--- src/rtl/mult_div_unit.sv ---
// -----------------------------------------------------------------------------
// mult_div_unit
//   Multicycle multiply/divide engine feeding the HI/LO registers of the
//   multicycle CPU datapath. One product/quotient bit is resolved per cycle:
//   shift-add multiplication or restoring division on operand magnitudes,
//   followed by a single sign-correction cycle.
//
//   Optional feature macro: MULTDIV_UNSIGNED_EN
//     defined   : op[1] = 1 selects multu/divu (no sign handling)
//     undefined : op[1] is ignored, every operation is signed
//
// Ports
//   clock    in   rising-edge clock
//   reset    in   asynchronous active-low reset
//   start    in   request a new operation (sampled only when idle)
//   op[1:0]  in   op[0]: 0 mult / 1 div, op[1]: unsigned (macro only)
//   a, b     in   operands, captured on the accepted start edge
//   hi       out  product upper half / remainder
//   lo       out  product lower half / quotient
//   busy     out  high whenever the unit is not idle
//   done     out  one-cycle pulse when hi/lo update or div-by-zero flags
//   div_zero out  set with done for b = 0 divides, cleared on next start
// -----------------------------------------------------------------------------
module mult_div_unit #(
  parameter int WIDTH = 32
) (
  input  logic             clock,
  input  logic             reset,
  input  logic             start,
  input  logic [1:0]       op,
  input  logic [WIDTH-1:0] a,
  input  logic [WIDTH-1:0] b,
  output logic [WIDTH-1:0] hi,
  output logic [WIDTH-1:0] lo,
  output logic             busy,
  output logic             done,
  output logic             div_zero
);

  localparam int CW = $clog2(WIDTH);

  localparam logic [1:0] IDLE = 2'd0;
  localparam logic [1:0] RUN  = 2'd1;
  localparam logic [1:0] FIX  = 2'd2;
  localparam logic [1:0] DONE = 2'd3;

  logic [1:0]         state;
  logic [CW-1:0]      count;
  // Shared working register.
  //   mult: {partial product, remaining multiplier bits}
  //   div : {partial remainder, dividend bits shifting into quotient}
  logic [2*WIDTH-1:0] acc;
  logic [WIDTH-1:0]   opnd;     // multiplicand or divisor magnitude
  logic               is_div;
  logic               sign_a;   // captured operand signs (0 when unsigned)
  logic               sign_b;
  logic               dz;       // current operation is a divide by zero

  // ---------------------------------------------------------------------------
  // Operand conditioning
  // ---------------------------------------------------------------------------
  logic is_signed;
`ifdef MULTDIV_UNSIGNED_EN
  assign is_signed = ~op[1];
`else
  logic unused_op1;
  assign is_signed  = 1'b1;
  assign unused_op1 = op[1];
`endif

  logic             a_neg, b_neg;
  logic [WIDTH-1:0] a_mag, b_mag;

  assign a_neg = is_signed & a[WIDTH-1];
  assign b_neg = is_signed & b[WIDTH-1];
  // The most-negative value maps onto itself, which is the correct
  // unsigned magnitude, so no special case is needed.
  assign a_mag = a_neg ? -a : a;
  assign b_mag = b_neg ? -b : b;

  // ---------------------------------------------------------------------------
  // Iteration steps
  // ---------------------------------------------------------------------------
  logic [WIDTH:0]     msum;
  logic [2*WIDTH-1:0] mult_next;

  assign msum      = {1'b0, acc[2*WIDTH-1:WIDTH]} +
                     (acc[0] ? {1'b0, opnd} : {(WIDTH+1){1'b0}});
  assign mult_next = {msum, acc[WIDTH-1:1]};

  logic [WIDTH:0]     shifted;
  logic [WIDTH:0]     diff;
  logic [WIDTH-1:0]   rem_next;
  logic [2*WIDTH-1:0] div_next;

  // Remainder stays below the divisor, so the shifted value fits in
  // WIDTH+1 bits and diff[WIDTH] is a reliable borrow/negative flag.
  assign shifted  = {acc[2*WIDTH-1:WIDTH], acc[WIDTH-1]};
  assign diff     = shifted - {1'b0, opnd};
  assign rem_next = diff[WIDTH] ? shifted[WIDTH-1:0] : diff[WIDTH-1:0];
  assign div_next = {rem_next, acc[WIDTH-2:0], ~diff[WIDTH]};

  // ---------------------------------------------------------------------------
  // Sign correction
  // ---------------------------------------------------------------------------
  logic [2*WIDTH-1:0] prod_fix;
  logic [WIDTH-1:0]   quo_fix, rem_fix;

  assign prod_fix = (sign_a ^ sign_b) ? -acc : acc;
  assign quo_fix  = (sign_a ^ sign_b) ? -acc[WIDTH-1:0] : acc[WIDTH-1:0];
  assign rem_fix  = sign_a ? -acc[2*WIDTH-1:WIDTH] : acc[2*WIDTH-1:WIDTH];

  assign busy = (state != IDLE);

  // ---------------------------------------------------------------------------
  // Control and state
  // ---------------------------------------------------------------------------
  always_ff @(posedge clock or negedge reset) begin
    if (!reset) begin
      state    <= IDLE;
      count    <= '0;
      acc      <= '0;
      opnd     <= '0;
      is_div   <= 1'b0;
      sign_a   <= 1'b0;
      sign_b   <= 1'b0;
      dz       <= 1'b0;
      hi       <= '0;
      lo       <= '0;
      done     <= 1'b0;
      div_zero <= 1'b0;
    end else begin
      done <= 1'b0;
      case (state)
        IDLE: begin
          if (start) begin
            is_div   <= op[0];
            sign_a   <= a_neg;
            sign_b   <= b_neg;
            count    <= '0;
            div_zero <= 1'b0;
            opnd     <= op[0] ? b_mag : a_mag;
            acc      <= op[0] ? {{WIDTH{1'b0}}, a_mag} : {{WIDTH{1'b0}}, b_mag};
            // A divide by zero skips the iterations but still passes
            // through FIX, so its done pulse lands one edge after start
            // with the same one-cycle DONE tail as a normal finish.
            if (op[0] && (b == '0)) begin
              dz    <= 1'b1;
              state <= FIX;
            end else begin
              dz    <= 1'b0;
              state <= RUN;
            end
          end
        end
        RUN: begin
          acc   <= is_div ? div_next : mult_next;
          count <= count + CW'(1);
          if (count == CW'(WIDTH-1)) state <= FIX;
        end
        FIX: begin
          done  <= 1'b1;
          state <= DONE;
          if (dz) begin
            div_zero <= 1'b1;          // hi/lo deliberately left untouched
          end else if (is_div) begin
            hi <= rem_fix;
            lo <= quo_fix;
          end else begin
            hi <= prod_fix[2*WIDTH-1:WIDTH];
            lo <= prod_fix[WIDTH-1:0];
          end
        end
        default: state <= IDLE;        // DONE: one cycle, start ignored
      endcase
    end
  end

endmodule

--- config.mk ---
export PLATFORM = sky130hd
export DESIGN_NAME = mult_div_unit
export DESIGN_NICKNAME = d
export VERILOG_FILES = /design/src/rtl/mult_div_unit.sv
export SDC_FILE = /design/constraint.sdc
export NUM_CORES = 1
export LEC_CHECK = 0
export BUFFER_PORTS_ARGS = -buffer_cell sky130_fd_sc_hd__clkbuf_2
export CORE_UTILIZATION = 43
export CTS_BUF_LIST = sky130_fd_sc_hd__clkbuf_4 sky130_fd_sc_hd__clkbuf_8 sky130_fd_sc_hd__clkbuf_16
export CTS_CLUSTER_DIAMETER = 150
export DETAILED_ROUTE_END_ITERATION = 16
export SETUP_SLACK_MARGIN = 0.15
export SKIP_LAST_GASP = 1
export SYNTH_ARGS = -nofsm -noshare
export SYNTH_HDL_FRONTEND = slang
export SYNTH_SLANG_ARGS = --single-unit
--- constraint.sdc ---
create_clock -name clock -period 4.7 [get_ports clock]
set_input_delay 0.705 -clock clock [delete_from_list [all_inputs] [get_ports clock]]
set_output_delay 0.705 -clock clock [all_outputs]
set_load 0.01 [all_outputs]
**Word level (Yosys, flattened, before mapping)**

Index checks and enable logic that the tools add are counted.

- Logic and storage cells: 65
- Flip-flop bits (word level): 173
- Input port bits: 69
- Output and inout port bits: 67

- Equality and inequality tests: 6
- Add/subtract/negate cells: 8
- Muxes and demuxes: 25
- Reductions and logical operators: 11
- Bitwise gates (word level): 3

Operator list:

| kind | count |
|---|---|
| $mux W32 | 10 |
| $mux W64 | 3 |
| $neg A32 Y32 | 4 |
| $pmux W64 S2 | 1 |
| $neg A64 Y64 | 1 |
| $add A32 B32 Y33 | 1 |
| $sub A33 B32 Y33 | 1 |
| $logic_not A32 Y1 | 1 |
| $pmux W5 S2 | 1 |
| $reduce_and A2 Y1 | 4 |
| $mux W2 | 3 |
| $ne A2 B2 Y1 const B | 3 |
| $pmux W2 S3 | 1 |
| $reduce_bool A2 Y1 | 3 |
| $add A5 B1 Y5 const B | 1 |
| $eq A5 B5 Y1 const B | 1 |
| $mux W5 | 1 |
| $mux W1 | 4 |
| $reduce_and A3 Y1 | 1 |
| $eq A2 B1 Y1 const B | 1 |
| $eq A2 B2 Y1 const B | 1 |
| $logic_not A2 Y1 | 1 |
| $not A1 Y1 | 2 |
| $pmux W1 S2 | 1 |
| 2 further kinds | 2 |

**Depth between registers and ports, before layout**

Gate-level depths: netlist of run 1.

- Depth in word-level cells: 5
- Gate-level depth with buffers: 14
- Depth with buffers taken out: 13

**Worst setup path after synthesis of run 1**

No wires, ideal clock.

- Path kind: register to register
- From: register acc[31]
- To: register acc[53]
- Period minus slack after synthesis: 3433 ps
- Slack: 1267 ps
- Cell stages (with the launch flop): 14
- Setup time: 126 ps
- Arrival: 3307 ps
- Cell sequence: dfrtp_1 -> inv_1 -> ha_1 -> fa_1 -> nand2b_1 -> a2111oi_2 -> o21ai_0 -> a2111oi_2 -> o2111ai_1 -> nand3_1 -> buf_2 -> mux2i_1 -> nor2_1 -> a221o_1

- Cells in the longest elaborated chain, start to end: 4

Ends and longest elaborated chain:

| element | RTL line | text |
|---|---|---|
| start, declared | 52 | `logic [2*WIDTH-1:0] acc;` |
| start signal, assigned | 143 | `acc <= op[0] ? {{WIDTH{1'b0}}, a_mag} : {{WIDTH{1'b0}}, b_mag};` |
| start signal, assigned | 157 | `acc <= is_div ? div_next : mult_next;` |
| $sub A33 B32 Y33 | 99 | `assign diff = shifted - {1'b0, opnd};` |
| $mux W32 | 100 | `assign rem_next = diff[WIDTH] ? shifted[WIDTH-1:0] : diff[WIDTH-1:0];` |
| $mux W64 | 157 |  |
| $pmux W64 S2 | 134 | `case (state)` |

No other way between the ends.
A chain may end at the register's enable or synchronous reset.

**Worst setup path in the final report of run 1**

- From: register acc[0]
- To: register acc[61]

- Cells in the longest elaborated chain, start to end: 4

Ends and longest elaborated chain:

| element | RTL line | text |
|---|---|---|
| $mux W32 | 88 | `(acc[0] ? {1'b0, opnd} : {(WIDTH+1){1'b0}});` |
| $add A32 B32 Y33 | 87 | `assign msum = {1'b0, acc[2*WIDTH-1:WIDTH]} +` |
| $mux W64 | 157 |  |
| $pmux W64 S2 | 134 |  |

No other way between the ends.

==> results of run 1 <==
## registers in the layout (all words and copies together) (netlist names)
signal and cells:
count 5, state 2, done 1, lo 32, sign_a 1, hi 32
div_zero 1, acc 64, sign_b 1, is_div 1, opnd 32, dz 1
## where the power goes
part           leakage, nW  switching (mW)  internal (mW)  total (mW)
Clock                0.319           0.670          0.926        1.60
Combinational         4.88            4.76           3.09        7.85
Sequential            2.18           0.834           2.14        2.97
## stage by stage
| stage | std cells | hold WS, ns |
|---|---|---|
| 6_report | 2388 | 0.201 |
| 5_1_grt | 2388 | 0.237 |
| 4_1_cts | 2388 | 0.214 |
| 3_5_place_dp | 2357 | 0.470 |
| 3_3_place_gp | 2357 | 0.461 |
| 2_1_floorplan | 1866 | 0.409 |
## worst min-delay path by stage
| stage | from | endpoint | slack [ns] |
|---|---|---|---|
| 3_5_place_dp | opnd[10]$_DFFE_PN0P_ | opnd[10]$_DFFE_PN0P_ | 0.47 |
| 6_report | reset | lo[4]$_DFFE_PN0P_ | 0.20 |
| 4_1_cts | reset | lo[4]$_DFFE_PN0P_ | 0.21 |
| 2_1_floorplan | reset | acc[0]$_DFFE_PN0P_ | 0.41 |
| 3_3_place_gp | lo[5]$_DFFE_PN0P_ | lo[5]$_DFFE_PN0P_ | 0.46 |
| 5_1_grt | reset | lo[4]$_DFFE_PN0P_ | 0.24 |
## routing by layer
metal,GRT usage,vias to the layer above,part of all wire
met5,0,-,0
met4,0.0880,0,0.027
met3,0.0365,82,0.052
met2,0.418,408,0.45
met1,0.369,6695,0.47
li1,-,6840,-
## logic make-up (layout without fill, tap and decap cells)
| family | count (synthesis) | count (layout) | share of synthesized area |
|---|---|---|---|
| compound gates | 595 | 595 | 0.254 |
| xor+xnor | 175 | 175 | 0.105 |
| fa+ha+maj | 76 | 76 | 0.0661 |
| buf+inv | 181 | 255 | 0.0479 |
| flops | 173 | 173 | 0.296 |
| mux | 49 | 49 | 0.0348 |
| simple gates | 617 | 617 | 0.197 |
## final cells by class
type                    instances  area [µm²]
clock inverters                12         203
repair buffers                158         882
clock buffers                  19         447
well taps                     448         561
flip-flops and latches        173        4330
multi-input cells            1512        9630
fillers                      3351       17200
inverters                      66         248
## layout by cell type (no fill, tap or decap), types with 5 or more instances in the layout
| cell | count |
|---|---|
| nand2_1 | 226 |
| o21ai_0 | 191 |
| dfrtp_1 | 172 |
| a21oi_1 | 169 |
| nor2_1 | 166 |
| clkbuf_2 | 133 |
| xor2_1 | 89 |
| xnor2_1 | 86 |
| ha_1 | 74 |
| inv_1 | 65 |
| nor3_1 | 36 |
| mux2i_1 | 34 |
| a21o_1 | 31 |
| nand3_1 | 25 |
| or3_1 | 25 |
| a211oi_1 | 23 |
| o31ai_1 | 23 |
| buf_4 | 22 |
| o221ai_1 | 20 |
| nand2b_1 | 19 |
| nand4_1 | 19 |
| nor4_1 | 19 |
| or4_1 | 19 |
| clkbuf_16 | 17 |
| a22oi_1 | 15 |
| mux2_2 | 15 |
| a31oi_1 | 14 |
| o41ai_1 | 12 |
| and2_1 | 11 |
| and3_1 | 11 |
| o211ai_1 | 11 |
| nor2b_1 | 11 |
| a221oi_1 | 10 |
| a221o_1 | 8 |
| or2_2 | 7 |
| o21a_1 | 6 |
| o21bai_1 | 6 |
| o22ai_1 | 5 |
## critical path, delay by kind of cell (launching register included)
| kind | cells | cell delay, ns |
|---|---|---|
| adders and majority gates | 1 | 0.35 |
| xor gates and xnor gates | 1 | 0.15 |
| buffers and inverters | 1 | 0.52 |
| AOI/OAI and AO/OA | 6 | 2.06 |
| and+or+nand+nor | 3 | 0.49 |
| DFF | 1 | 0.43 |
==> impl_metrics.csv, run 1 <==
group,metric,value,unit
yosys,synth_cell_types,76,
cts,clk_pin_slew,0.07,ns
final_layout,fin_util,0.486,
timing,rsz0062_at_grt,"false",
grt,grt_pass1_vias,13100,
grt,grt_overflow,0,
final_layout,drive_above_1_share,0.122,
yosys,synth_top_cell_area_share,0.296,
yosys,synth.cell_area,0.0146,mm²
cts,ctsResizeCount,0,
cts,htreeDepth,4,
cts,cts_setup_buffers,0,
die,coreArea,0.0335,mm²
grt,antenna_found_initial,1,
place,dp_hpwl,34.7,mm
die,dieWidth,186,µm
setup_path,path_max_fanout,19,
routing,drc_errors,0,
die,die_h,186,µm
pwr,leakagePower,7.39,nW
routing,post_drt_via_cell_ratio,5.87,
setup_path,slowest_delay,0.52,ns
grt,grt_usage,0.264,
setup_path,reg2reg_depth,12,
routing,firstDrtPassIters,7,
yosys,ys_async_sr_fraction,1.00,
die,start_util,0.436,
cts,cts_made_buffers,17,
min_path,hold_path_class,"in2async",
yosys,ys_top_cells_by_count,"227 x nand2_1, 192 x o21ai_0, 173 x dfrtp_1, 169 x a21oi_1, 167 x nor2_1",
setup_path,cp_slowest_cell,"inv_1",
die,fp-row-count,67,
routing,wl_per_cell,19.0,µm
pwr,power,12.4,mW
setup_path,r2r_slack,0.58,ns
timing,worst_pin_slew,1.25,ns
yosys,synth_edf_count,0,
timing,finalWorstSetupSlack,0.576,ns
setup_path,crit_start,"acc[0]$_DFFE_PN0P_",
cts,insertion_delay,0.45,ns
yosys,synth_warnings,0,
routing,vias,14000,
final_layout,final_area,0.0163,mm²
setup_path,crit_type,"reg2reg",
pwr,p_per_area,762,mW/mm²
cts,root_buffer,"clkbuf_16",
timing,max_freq,242,MHz
timing,period_minus_slack,4.12,ns
timing,hold_violations,0,
setup_path,r2r-start,"acc[0]$_DFFE_PN0P_",
setup_path,cp-end-kind,"flop",
cts,cts_hold_buf,0,
flow_run,cap_violations,0,
pwr,ir_drop,403,µV
place,placed_area,0.0156,mm²
place,place_congestion,0.927,
timing,slew_violations,0,
die,die_area,0.0348,mm²
cts,clk_path_buf_depth,2,
grt,grt_max_degree,117,
setup_path,path_cells,"inv_1 -> nor2_1 -> ha_1 -> nor2b_1 -> o2111ai_1 -> nand3_1 -> a21o_1 -> a31oi_1 -> a21boi_0 -> o41ai_1 -> xnor2_1 -> a221o_1",
timing,tns,0,ns
timing,skew,0.0129,ns
yosys,synth.net_count,2011,
setup_path,crit_path_start_kind,"flop",
place,port_buffers,134,
place,preCtsSetupSlack,0.607,ns
routing,drtIter0Drc,1142,
final_layout,area_growth,11.4,%
yosys,yosysTopAreaCell,"dfrtp_1",
yosys,synth_cells,1866,
final_layout,num_antenna_cells,0,
timing,slew_headroom,0.169,
cts,tritoncts,"done",
grt,grt_pass1_wl,72.5,mm
routing,drtAntennaViolNets,0,
run_status,outcome,"finished clean",
cts,cts_sinks,173,
setup_path,cp.required,5.04,ns
yosys,synth_most_common_cell,"nand2_1",
yosys,ys_ff_latch,173,
timing,min_period_over_period,0.877,
timing,setup_violations,0,
yosys,avgSynthCellArea,7.84,µm²
setup_path,worstReg2RegEnd,"acc[61]$_DFFE_PN0P_",
yosys,synth-seq-area-share,0.296,
setup_path,endpoint,"acc[61]$_DFFE_PN0P_",
die,ioPinCount,136,
yosys,synth_area_leaders,"dfrtp_1 30%, o21ai_0 6.6%, ha_1 6.3%, nand2_1 5.8%, a21oi_1 5.8%",
setup_path,cp.arrival,4.46,ns
routing,routed_wl,45.5,mm
final_layout,nets,2073,
yosys,ys.flop_type,"dfrtp_1",
No activity file was read; power rests on OpenSTA's default activity.
==> run 2: changes to the inputs <==
--- a/config.mk
+++ b/config.mk
@@ -6,10 +6,13 @@
 export NUM_CORES = 1
 export LEC_CHECK = 0
 export BUFFER_PORTS_ARGS = -buffer_cell sky130_fd_sc_hd__clkbuf_2
-export CORE_UTILIZATION = 43
+export CELL_PAD_IN_SITES_DETAIL_PLACEMENT = 1
+export CELL_PAD_IN_SITES_GLOBAL_PLACEMENT = 2
+export CORE_UTILIZATION = 36
 export CTS_BUF_LIST = sky130_fd_sc_hd__clkbuf_4 sky130_fd_sc_hd__clkbuf_8 sky130_fd_sc_hd__clkbuf_16
 export CTS_CLUSTER_DIAMETER = 150
 export DETAILED_ROUTE_END_ITERATION = 16
+export PLACE_DENSITY_LB_ADDON = 0.1
 export SETUP_SLACK_MARGIN = 0.15
 export SKIP_LAST_GASP = 1
 export SYNTH_ARGS = -nofsm -noshare
==> run 2 against run 1 <==
- clock power down 6%
- worst hold slack better by 0.066 ns
- wire length up 14%
- first-iteration DRC count down 44%
- total power up 1.8%
- flip-flop and latch count unchanged
- largest cell class unchanged
- highest routed layer unchanged
==> impl_metrics.csv, run 2 (synthesis results as in run 1) <==
group,metric,value,unit
run_status,outcome,"finished clean",
setup_path,cp-end-kind,"flop",
routing,routed_wl,52.0,mm
grt,grt_pass1_vias,14100,
die,die_area,0.0414,mm²
pwr,p_switching,6.56,mW
min_path,hold_path_class,"in2async",
pwr,p_int,6.08,mW
pwr,comb_power_share,0.647,
pwr,swShare,0.519,
die,coreArea,0.0399,mm²
routing,vias,14000,
timing,rsz0062_at_grt,"false",
timing,hold_violations,0,
place,place_congestion,0.882,
routing,drtAntennaViolNets,0,
grt,grt_pass1_wl,81.6,mm
final_layout,fin_util,0.410,
cts,insertion_delay,0.49,ns
grt,grt_usage,0.257,
final_layout,final_common_cell,"nand2_1",
setup_path,cp.arrival,4.59,ns
routing,firstDrtPassIters,4,
setup_path,path_max_fanout,37,
place,dp_cells,2441,
grt,antenna_found_initial,1,
pwr,p_seq_frac,0.234,
die,fp-row-count,73,
pwr,leakagePower,7.39,nW
flow_run,cap_violations,0,
cts,cts_setup_buffers,0,
cts,htreeDepth,4,
final_layout,stdcell_count,2474,
cts,clk_pin_slew,0.08,ns
timing,max_freq,237,MHz
setup_path,crit_type,"reg2reg",
timing,slew_violations,0,
timing,worst_pin_slew,1.18,ns
setup_path,reg2reg_depth,13,
pwr,ir_drop,356,µV
setup_path,crit_path_start_kind,"flop",
timing,slew_headroom,0.212,
timing,tns,0,ns
final_layout,final_cell_mix,"226 x nand2_1, 191 x o21ai_0, 172 x dfrtp_1",
cts,ctsResizeCount,0,
routing,drc_errors,0,
cts,root_buffer,"clkbuf_16",
place,port_buffers,134,
routing,wl_per_cell,21.0,µm
timing,skew,0.0151,ns
die,dieWidth,204,µm
cts,cts_sinks,173,
grt,grt_max_degree,81,
routing,drtIter0Drc,636,
cts,cts_hold_buf,0,
pwr,pwr-share-clk,0.119,
cts,tritoncts,"done",
place,dp_hpwl,41.0,mm
grt,grt_overflow,0,
setup_path,cp.required,5.07,ns
final_layout,area_growth,12.0,%
routing,post_drt_via_cell_ratio,5.64,
cts,cts_made_buffers,17,
die,die_h,204,µm
cts,clk_path_buf_depth,2,
final_layout,largest_register_ffs,64,
final_layout,drive_above_1_share,0.125,
die,start_util,0.366,
timing,period_minus_slack,4.22,ns
timing,min_period_over_period,0.898,
timing,setup_violations,0,
final_layout,nets,2080,
pwr,p_per_area,771,mW/mm²
die,ioPinCount,136,
final_layout,largest_register,"acc",
-- run 2: routing by layer --
layer  part of all wire  up-vias  GRT usage
met5                  0        -          0
met1               0.48     6875      0.344
met3              0.029       51     0.0399
li1                   -     6842          -
met4              0.016        0     0.0679
met2               0.47      195      0.431
-- run 2: worst max-delay path: stages (launching register included) --
cell,delay (ns)
dfrtp_1,0.44
inv_1,0.11
ha_1,0.24
fa_1,0.41
nand2b_1,0.22
a2111oi_2,0.37
o21ai_0,0.29
a2111oi_2,0.64
o41a_1,0.29
nand3_2,0.29
buf_12,0.29
nand2_1,0.08
o21ai_0,0.09
a221o_1,0.33
-- run 2: layout make-up --
cell class / instances / area (µm²)
fill: 4903 / 23500
multi-input combinational: 1512 / 9620
sequential: 173 / 4330
timing repair buffer: 165 / 922
tap: 525 / 657
clock buffer: 20 / 454
inverter: 66 / 248
clock inverter: 12 / 146
antenna: 1 / 2.50
-- run 2: power groups by stage --
stage | Combinational [mW] | Sequential (mW) | Clock, mW
2_1_floorplan | 5.81 | 2.73 | 0
3_3_place_gp | 8.03 | 2.95 | 0
3_5_place_dp | 8.17 | 2.98 | 0
4_1_cts | 8.21 | 2.95 | 1.55
5_1_grt | 9.12 | 3.04 | 1.60
6_report | 8.18 | 2.95 | 1.50
-- run 2: path summary, 6_finish.rpt --
check / slack [ns] / from / end
worst max-delay path: 0.48 / acc[31]$_DFFE_PN0P_ / acc[44]$_DFFE_PN0P_
worst min-delay path: 0.27 / reset / lo[11]$_DFFE_PN0P_
worst max register to register: 0.48 / acc[31]$_DFFE_PN0P_ / acc[44]$_DFFE_PN0P_
worst min register to register: 0.48 / hi[22]$_DFFE_PN0P_ / hi[22]$_DFFE_PN0P_
max in group asynchronous: 3.42 / reset / opnd[27]$_DFFE_PN0P_
min in group clock: 0.48 / hi[22]$_DFFE_PN0P_ / hi[22]$_DFFE_PN0P_
-- run 2: stage by stage --
stage / setup WS, ns / hold WS (ns) / power (mW) / cell area (µm²)
floorplan: 1.27 / 0.409 / 8.54 / 14600
global placement: 0.637 / 0.462 / 11.0 / 15800
detailed placement: 0.567 / 0.472 / 11.1 / 15800
CTS: 0.541 / 0.282 / 12.7 / 16400
global route: 0.238 / 0.326 / 13.8 / 16400
finish: 0.480 / 0.267 / 12.6 / 16400
==> run 3: changes to the inputs <==
==> constraint.sdc (replaced) <==
create_clock -name clock -period 4.1 [get_ports clock]
set_input_delay 0.615 -clock clock [delete_from_list [all_inputs] [get_ports clock]]
set_output_delay 0.615 -clock clock [all_outputs]
set_load 0.01 [all_outputs]
==> run 3 against run 2 <==
- global-route usage is 0.34 points higher
- utilization is 0.75 points higher
- die area stayed put
- total power is 17% higher
- critical path depth is 2 higher
- final cell count is 1.3% higher
- largest cell class unchanged
- fmax is 14% higher
- non-clock buffer count is 33 higher
- critical path type unchanged
- wire length is 0.72% higher
- sequential share of layout area is 0.47 points lower
==> impl_metrics.csv, run 3 (synthesis results as in run 1) <==
group,metric,value,unit
cts,cts_sinks,173,
setup_path,crit_path_start_kind,"flop",
setup_path,path_max_fanout,18,
die,die_h,204,µm
grt,grt_busiest_layer,"met2",
setup_path,cp.arrival,4.01,ns
grt,grt_max_degree,93,
die,start_util,0.366,
place,place_congestion,0.905,
routing,drtAntennaViolNets,0,
final_layout,multiInputGateArea,0.00964,mm²
timing,slew_headroom,0.304,
cts,clk_pin_slew,0.08,ns
place,port_buffers,134,
cts,tritoncts,"done",
timing,min_period_over_period,0.906,
cts,insertion_delay,0.48,ns
timing,max_freq,269,MHz
setup_path,cp-end-kind,"flop",
grt,grt_pass1_wl,83.4,mm
grt,grt_overflow,0,
routing,wl_per_cell,20.9,µm
pwr,leakagePower,7.57,nW
timing,slew_violations,0,
die,coreArea,0.0399,mm²
cts,cts_made_buffers,17,
routing,routed_wl,52.4,mm
timing,hold_violations,0,
setup_path,cp.required,4.40,ns
cts,clk_path_buf_depth,2,
final_layout,nFillCells,4884,
cts,cts_hold_buf,0,
pwr,p_per_area,886,mW/mm²
grt,use_met3,0.0270,
timing,worst_pin_slew,1.04,ns
min_path,hold_path_class,"in2async",
grt,grt_pass1_vias,14500,
setup_path,timing.critical_path.mode_cell,"buf_4",
timing,setup_violations,0,
place,dp_hpwl,41.4,mm
setup_path,cp_slowest_cell,"fa_1",
setup_path,cp_num_buf_inv,4,
setup_path,critical-path-top-delay-family,"compound AO/OA/AOI/OAI gates",
final_layout,area_growth,14.1,%
setup_path,crit_type,"reg2reg",
final_layout,num_antenna_cells,0,
run_status,outcome,"finished clean",
cts,htreeDepth,4,
flow_run,cap_violations,0,
grt,grt_usage,0.261,
setup_path,path_cells,"inv_1 -> ha_1 -> fa_1 -> nand2b_1 -> a2111oi_4 -> o21ai_2 -> a2111oi_2 -> buf_4 -> o2111ai_1 -> nand3_2 -> buf_12 -> buf_4 -> nor2_1 -> a21oi_1 -> o221ai_1",
grt,antenna_found_initial,1,
routing,post_drt_via_cell_ratio,5.67,
timing,tns,0,ns
die,ioPinCount,136,
final_layout,largest_register,"acc",
grt,grtUsageMet2,0.432,
pwr,ir_drop,511,µV
timing,skew,0.0165,ns
die,dieWidth,204,µm
final_layout,seq_area,0.00433,mm²
final_layout,final_common_cell,"nand2_1",
routing,drc_errors,0,
final_layout,nets,2113,
grt,grt_util_met1,0.357,
final_layout,drive_above_1_share,0.140,
timing,period_minus_slack,3.71,ns
final_layout,largest_register_ffs,64,
cts,root_buffer,"clkbuf_16",
final_layout,fin_util,0.418,
timing,fin_hold_ws,0.221,ns
routing,drtIter0Drc,719,
setup_path,slowest_delay,0.42,ns
timing,rsz0062_at_grt,"false",
die,die_area,0.0414,mm²
final_layout,final_cell_mix,"226 x nand2_1, 190 x o21ai_0, 172 x dfrtp_1",
routing,vias,14200,
die,fp-row-count,73,
routing,firstDrtPassIters,5,
## run 3: cell count changes in the layout (fill, tap and decap cells not counted), moves of 2 or more
cell	previous run	this run
buf_4	30	60
clkinvlp_4	3	0
inv_8	1	4
clkbuf_4	2	0
buf_12	1	4
clkinv_8	0	2
clkinv_4	1	3
## run 3: report_power, final
part	switching, mW	internal, mW	total, mW
clock	0.834	0.871	1.71
sequential	0.919	2.45	3.37
combinational	5.92	3.78	9.70
total	7.68	7.10	14.8
## run 3: path summary, 6_finish.rpt
path	start	end	slack (ns)	depth (start not counted)
setup / recovery	acc[31]$_DFFE_PN0P_	acc[40]$_DFFE_PN0P_	0.39	15
hold / removal	reset	lo[8]$_DFFE_PN0P_	0.22	1
setup reg to reg	acc[31]$_DFFE_PN0P_	acc[40]$_DFFE_PN0P_	0.39	15
hold reg to reg	hi[20]$_DFFE_PN0P_	hi[20]$_DFFE_PN0P_	0.48	2
max in group asynchronous	reset	is_div$_DFFE_PN0P_	2.86	2
min in group clock	hi[20]$_DFFE_PN0P_	hi[20]$_DFFE_PN0P_	0.48	2
## run 3: routing by layer
metal	part of all wire	wire, µm
met1	0.48	25200
met2	0.47	24600
met3	0.030	1550
met4	0.019	1020
met5	0	0
## run 3: final cells by class
type                    count  share of cell area
repair buffers            198              0.0724
clock buffers              17              0.0255
multi-input cells        1512               0.578
inverters                  66              0.0149
well taps                 525              0.0394
flip-flops and latches    173               0.260
clock inverters            15              0.0104
## run 3: timing repair
action | in CTS | in global routing
resized for setup | 0 | 3
buffers inserted | 0 | 2
setup endpoints to repair | 0 | 26
## run 3: through the flow
step                      cells  area (µm²)  worst slack (ns)  power (mW)
after global routing       2506       16700             0.192        16.1
after CTS                  2504       16700             0.218        14.8
after global placement     2472       16100             0.340        12.8
after detailed placement   2472       16100             0.263        13.0
after floorplan            1866       14600             0.667        9.78
final                      2506       16700             0.385        14.8
## run 3: worst register-to-register path, delay by kind of cell (launching register included)
family / cells / cell delay, ns
fa+ha+maj: 2 / 0.66
flops: 1 / 0.35
simple gates: 3 / 0.53
buf+inv: 4 / 0.66
compound gates: 6 / 1.36
